--- config.mk ---
export PLATFORM = sky130hd
export DESIGN_NAME = pow_cntr
export DESIGN_NICKNAME = d
export VERILOG_FILES = /design/src/rtl/pow_pkg.sv /design/src/rtl/pow_cntr_next.sv /design/src/rtl/pow_cntr.sv
export SDC_FILE = /design/constraint.sdc
export NUM_CORES = 1
export LEC_CHECK = 0
export CAP_MARGIN = 10
export CELL_PAD_IN_SITES_DETAIL_PLACEMENT = 1
export CELL_PAD_IN_SITES_GLOBAL_PLACEMENT = 1
export CORE_MARGIN = 10
export CORE_UTILIZATION = 22
export DETAILED_ROUTE_END_ITERATION = 7
export PLACE_DENSITY_LB_ADDON = 0.1
export SLEW_MARGIN = 10
export SYNTH_ARGS = -nofsm -noshare
export SYNTH_HDL_FRONTEND = slang
export SYNTH_SLANG_ARGS = --single-unit
--- constraint.sdc ---
create_clock -name clk -period 2.3 [get_ports clk]
set_input_delay 0.46 -clock clk [delete_from_list [all_inputs] [get_ports clk]]
set_output_delay 0.46 -clock clk [all_outputs]
set_load 0.005 [all_outputs]
--- src/rtl/pow_pkg.sv ---
// rtl/pow_pkg.sv - shared constants and helpers for the powlib counter family
package pow_pkg;

    // Step encodings for callers driving dx; truncate to the counter width at use.
    localparam int STEP_INC  = 1;
    localparam int STEP_DEC  = -1;
    localparam int STEP_HOLD = 0;

    // Bits needed to index n entries; pointer users size their counters with this.
    function automatic int clog2(input int n);
        int r;
        int v;
        r = 0;
        v = 1;
        while (v < n) begin
            v = v << 1;
            r = r + 1;
        end
        return r;
    endfunction

endpackage

--- src/rtl/pow_cntr_next.sv ---
// rtl/pow_cntr_next.sv - next-count logic for pow_cntr; load path gated by POW_CNTR_LOAD_EN
module pow_cntr_next
    import pow_pkg::*;
#(
    parameter int W   = 16,
    parameter int EDX = 0
) (
    input  logic [W-1:0] cntr,
    input  logic         adv,
    input  logic         clr,
    input  logic         ld,
    input  logic [W-1:0] nval,
    input  logic [W-1:0] dx,
    output logic [W-1:0] nxt
);

    logic [W-1:0] step;

    assign step = (EDX != 0) ? dx : W'(STEP_INC);

`ifndef POW_CNTR_LOAD_EN
    // Load port is kept for a uniform port list but carries no logic in this build.
    logic unused_load;
    assign unused_load = ld ^ (^nval);
`endif

    // Clear beats load beats advance, so wrap-at-(D-1) pointers never clear-then-step.
    always_comb begin
        nxt = cntr;
        if (clr) begin
            nxt = '0;
        end
`ifdef POW_CNTR_LOAD_EN
        else if (ld) begin
            nxt = nval;
        end
`endif
        else if (adv) begin
            nxt = cntr + step;
        end
    end

endmodule

--- src/rtl/pow_cntr.sv ---
// rtl/pow_cntr.sv - registered up/down counter; optional load via POW_CNTR_LOAD_EN
module pow_cntr
    import pow_pkg::*;
#(
    parameter int W    = 16,
    parameter int INIT = 0,
    parameter int EDX  = 0
) (
    input  logic         clk,
    input  logic         rst,
    output logic [W-1:0] cntr,
    input  logic         adv,
    input  logic         clr,
    input  logic [W-1:0] dx,
    input  logic         ld,
    input  logic [W-1:0] nval
);

    logic [W-1:0] nxt;

    pow_cntr_next #(
        .W   (W),
        .EDX (EDX)
    ) u_next (
        .cntr (cntr),
        .adv  (adv),
        .clr  (clr),
        .ld   (ld),
        .nval (nval),
        .dx   (dx),
        .nxt  (nxt)
    );

    // Reset is tested first so unknown control inputs cannot leak past it.
    always_ff @(posedge clk) begin
        if (!rst) begin
            cntr <= W'(INIT);
        end else begin
            cntr <= nxt;
        end
    end

endmodule

-- Word level (Yosys, flattened, before mapping)
Index checks and enable logic that the tools add are counted.
- register bits: 16
- output and inout bits: 16
- add/subtract/negate cells: 1
- bitwise operators: 1
- reductions and logical operators: 1
- operator list (cell ; number):
    16-bit by 1-bit adder with 16-bit output (second input constant) ; 1
    2-bit OR reduction ; 1
    1-bit NOT ; 1

-- Longest topological paths before layout
- depth in word-level cells: 2
- mapped depth: 5

-- Modules after synthesis
Synthesis repeated with hierarchy kept, for this count alone.
- cell total of the unflattened synthesis: 99
- area total of the unflattened synthesis: 869.6 um^2
- by module, submodules not included (module ; times used ; cells each ; area each (um^2)):
    pow_cntr ; 1 ; 33 ; 446.7
    pow_cntr_next ; 1 ; 66 ; 422.9

-- Worst setup path before layout
No wires, ideal clock.
- path kind: register -> register
- start: register cntr[5]
- end: register cntr[15]
- arrival: 1632 ps
- path slack: 598 ps
- cell stages (with the launch flop): 5
- buffers on the path: 0
- clock period less this slack: 1702 ps
- path through: dfxtp_1 -> nand4_2 -> or4_4 -> or4_1 -> a21oi_1
- word-level cells in the longest chain between the ends: 1
- ends and longest elaborated chain (element ; RTL line ; source):
    from (decl) ; pow_cntr.sv:11 ; output logic [W-1:0] cntr,
    from (signal assigned) ; pow_cntr.sv:37 ; cntr <= W'(INIT);
    from (signal assigned) ; pow_cntr.sv:39 ; cntr <= nxt;
    16-bit by 1-bit adder with 16-bit output ; pow_cntr_next.sv:39 ; nxt = cntr + step;
Every way passes these cells.
A chain may end at the register's enable or synchronous reset.

-- Final worst setup path
Ends and elaborated chain as after synthesis.

==> impl_metrics.json <==
{
  "r2r_start": "cntr[5]",
  "core-area_mm2": 0.003078,
  "cts.root.buffer_cell": "clkbuf_4",
  "post_synthesis_sequential_element_count": 16,
  "detailed_place.area_um2": 983.4,
  "power.sequential.fraction_pct": 57.2,
  "syn_avg_cell_area_um2": 8.636,
  "cts_setup_buffers": 0,
  "cts_tree": "yes",
  "end_kind": "register",
  "layout.cells.most_common": "clkdlybuf4s50_1",
  "layout_worst_path_cycle_share_pct": 79.80,
  "routabilityCongestion": 0.7300,
  "worst-slew-pin-transition_ps": 374.8,
  "setup_total_negative_slack_ps": 0,
  "reg2reg_slack_ps": 460,
  "finalClockSkew_ps": 5.240,
  "switchingPower_mw": 0.1033,
  "drt_pre_antenna_iters": 3,
  "wl_mm": 1.845,
  "crit_path_top_delay_cell": "or4_4",
  "drc": 0,
  "routed_via_density": 4.349,
  "switching_share_pct": 21.13,
  "finalPower_mw": 0.4888,
  "worst_r2r_dst": "cntr[15]",
  "hold_viol": 0,
  "timing.fmax_mhz": 544.8,
  "top_register": "cntr",
  "critPathLaunchType": "register",
  "crit_path_end": "cntr[15]",
  "post_cts_hold_buffer_count": 0,
  "initial_core_util_pct": 23.01,
  "timing.critical_path.fanout_max": 7,
  "cp-startpoint": "cntr[5]",
  "cts_max_path_buffers": 2,
  "via_count_of_the_first_global_routing_pass": 680,
  "detailedRoute.firstIterationViolations": 16,
  "clkLatencyLatePin_ps": 290,
  "share_of_flip_flops_with_an_asynchronous_set_or_reset_pct": 0,
  "global_route_wire_length_before_repair_mm": 3.229,
  "largest_register_ff_count": 16,
  "cts_resized": 0,
  "status": "finished clean",
  "antenna_found_initial": 0,
  "drive_above_1_share_pct": 12.04,
  "synthDistinctLibCells": 26,
  "ir_worst_vdd_v": 0.0002459,
  "largestRegisters": "cntr: 16 flops",
  "required_ps": 2530,
  "hpwl_mm": 1.452,
  "floorplan.rows": 20,
  "wire_per_inst_um": 12.14,
  "design.final.nets": 147,
  "syn-cell-area_um2": 708.2,
  "path_class": "register to register",
  "p_leak_nw": 0.3305,
  "drtAntennaViolNets": 0,
  "r2r_cells": 4,
  "finalSetupViolations": 0,
  "vias": 661,
  "maxCapViolCount": 0,
  "synth_top_flop_cell": "dfxtp_1",
  "setup_repair_after_global_routing_missed_its_margin": "no",
  "count_of_inserted_antenna_diode_cells": 0,
  "power.density_cell_area_mw_per_mm2": 479.4,
  "slowest_delay_ps": 570,
  "port-buffer-count": 19,
  "finalHoldWorstSlack_ps": 482.5,
  "post_synthesis_instance_total": 82,
  "ys_warn_count": 0,
  "syn_nets": 120,
  "fill_cells": 366,
  "finalMaxSlewViolations": 0,
  "cell_internal_pwr_mw": 0.3856,
  "cts_buffers": 3,
  "area.growth.synth_to_final_pct": 43.99,
  "highest_count_cells_in_the_layout_ignoring_fill_and_taps": "clkdlybuf4s50_1, dfxtp_1, nor2_1",
  "worst-endpoint-arrival_ps": 2060,
  "grt_start_max_net_pins": 10,
  "gr-usage-all-layers_pct": 6.641,
  "min_path_type": "register to register",
  "cts_sinks": 16,
  "dieHeight_um": 76.74,
  "cts.clk_slew.worst_paths_ps": 90,
  "synth_seq_area_share_pct": 45.23,
  "crit_path_cell_trace": "nand4_2 > or4_4 > or4_1 > a21oi_1",
  "globalRouteOverflowTotal": 0,
  "cts_htree_levels": 1,
  "max-slew-margin-rel_pct": 74.78,
  "fp.dieW_um": 76.74,
  "timing.final.crit_period_ps": 1835,
  "postLayoutCellArea_mm2": 0.001020,
  "synth_edf_count": 0,
  "pwr-share-clk_pct": 38.6,
  "number_of_primary_i_o_pins": 53,
  "dieArea_mm2": 0.005888,
  "power_frac_comb_pct": 4.2
}
cell families after synthesis:
kind of cell / count (synthesis) / synth area share, %
AND/OR/NAND/NOR: 38 / 27.21
flip-flops: 16 / 45.23
AO/OA/AOI/OAI: 10 / 8.835
XOR/XNOR: 10 / 12.37
buffers and inverters: 6 / 3.180
multiplexers: 1 / 1.413
adder cells (fa/ha/maj): 1 / 1.767
worst min-delay path by stage:
stage                  start        to  cells past startpoint
floorplan           cntr[15]  cntr[15]                      2
global placement    cntr[15]  cntr[15]                      2
detailed placement  cntr[15]  cntr[15]                      2
CTS                 cntr[15]  cntr[15]                      2
global route        cntr[15]  cntr[15]                      2
finish              cntr[15]  cntr[15]                      2
final cells by class:
| class | count | area, um2 | area share (%) |
|---|---|---|---|
| tap | 44 | 55.05 | 5.399 |
| sequential | 16 | 320.3 | 31.41 |
| clock buffer | 4 | 36.28 | 3.558 |
| multi-input combinational | 60 | 365.4 | 35.83 |
| timing repair buffer | 24 | 227.7 | 22.33 |
| inverter | 4 | 15.01 | 1.472 |
worst max-delay path, delay by kind of cell, from the launching register on:
kind            cells  cell delay (ps)
compound gates      1              140
simple gates        3             1180
flops               1              460
cells in the mapped netlist, types with 2 or more instances:
cell      number  share of area [%]
nor2_1        14                7.4
inv_1          4                2.1
nand2_1        6                3.2
xnor2_1        9                 11
dfxtp_1       16                 45
clkbuf_1       2                1.1
nor4_1         3                2.7
o21ai_0        2                1.4
nor3_1         4                2.8
a21oi_1        4                2.8
nand3_1        3                2.1
stage by stage:
stage / setup slack (ps) / utilization (%) / cells
floorplan: 598.2 / - / 82
global placement: 172.9 / 31.95 / 148
detailed placement: 152.4 / 31.95 / 148
CTS: 445.4 / 33.13 / 152
global route: 349.8 / 33.13 / 152
finish: 464.5 / 33.13 / 152
layer usage:
metal	global-route usage, %	vias up	routed length [um]
met5	0	-	0
li1	-	332	-
met2	10.71	13	873
met4	1.673	0	18
met3	4.312	2	164
met1	7.028	314	788
power by group through the flow:
stage	combinational, mW	clock (mW)	sequential, mW
after floorplan	0.00907	0	0.286
after global placement	0.0212	0	0.286
after detailed placement	0.0212	0	0.286
after CTS	0.0214	0.199	0.280
after global routing	0.0233	0.212	0.280
final	0.0207	0.189	0.280
Note: power is estimated with default switching activity, not from simulation.
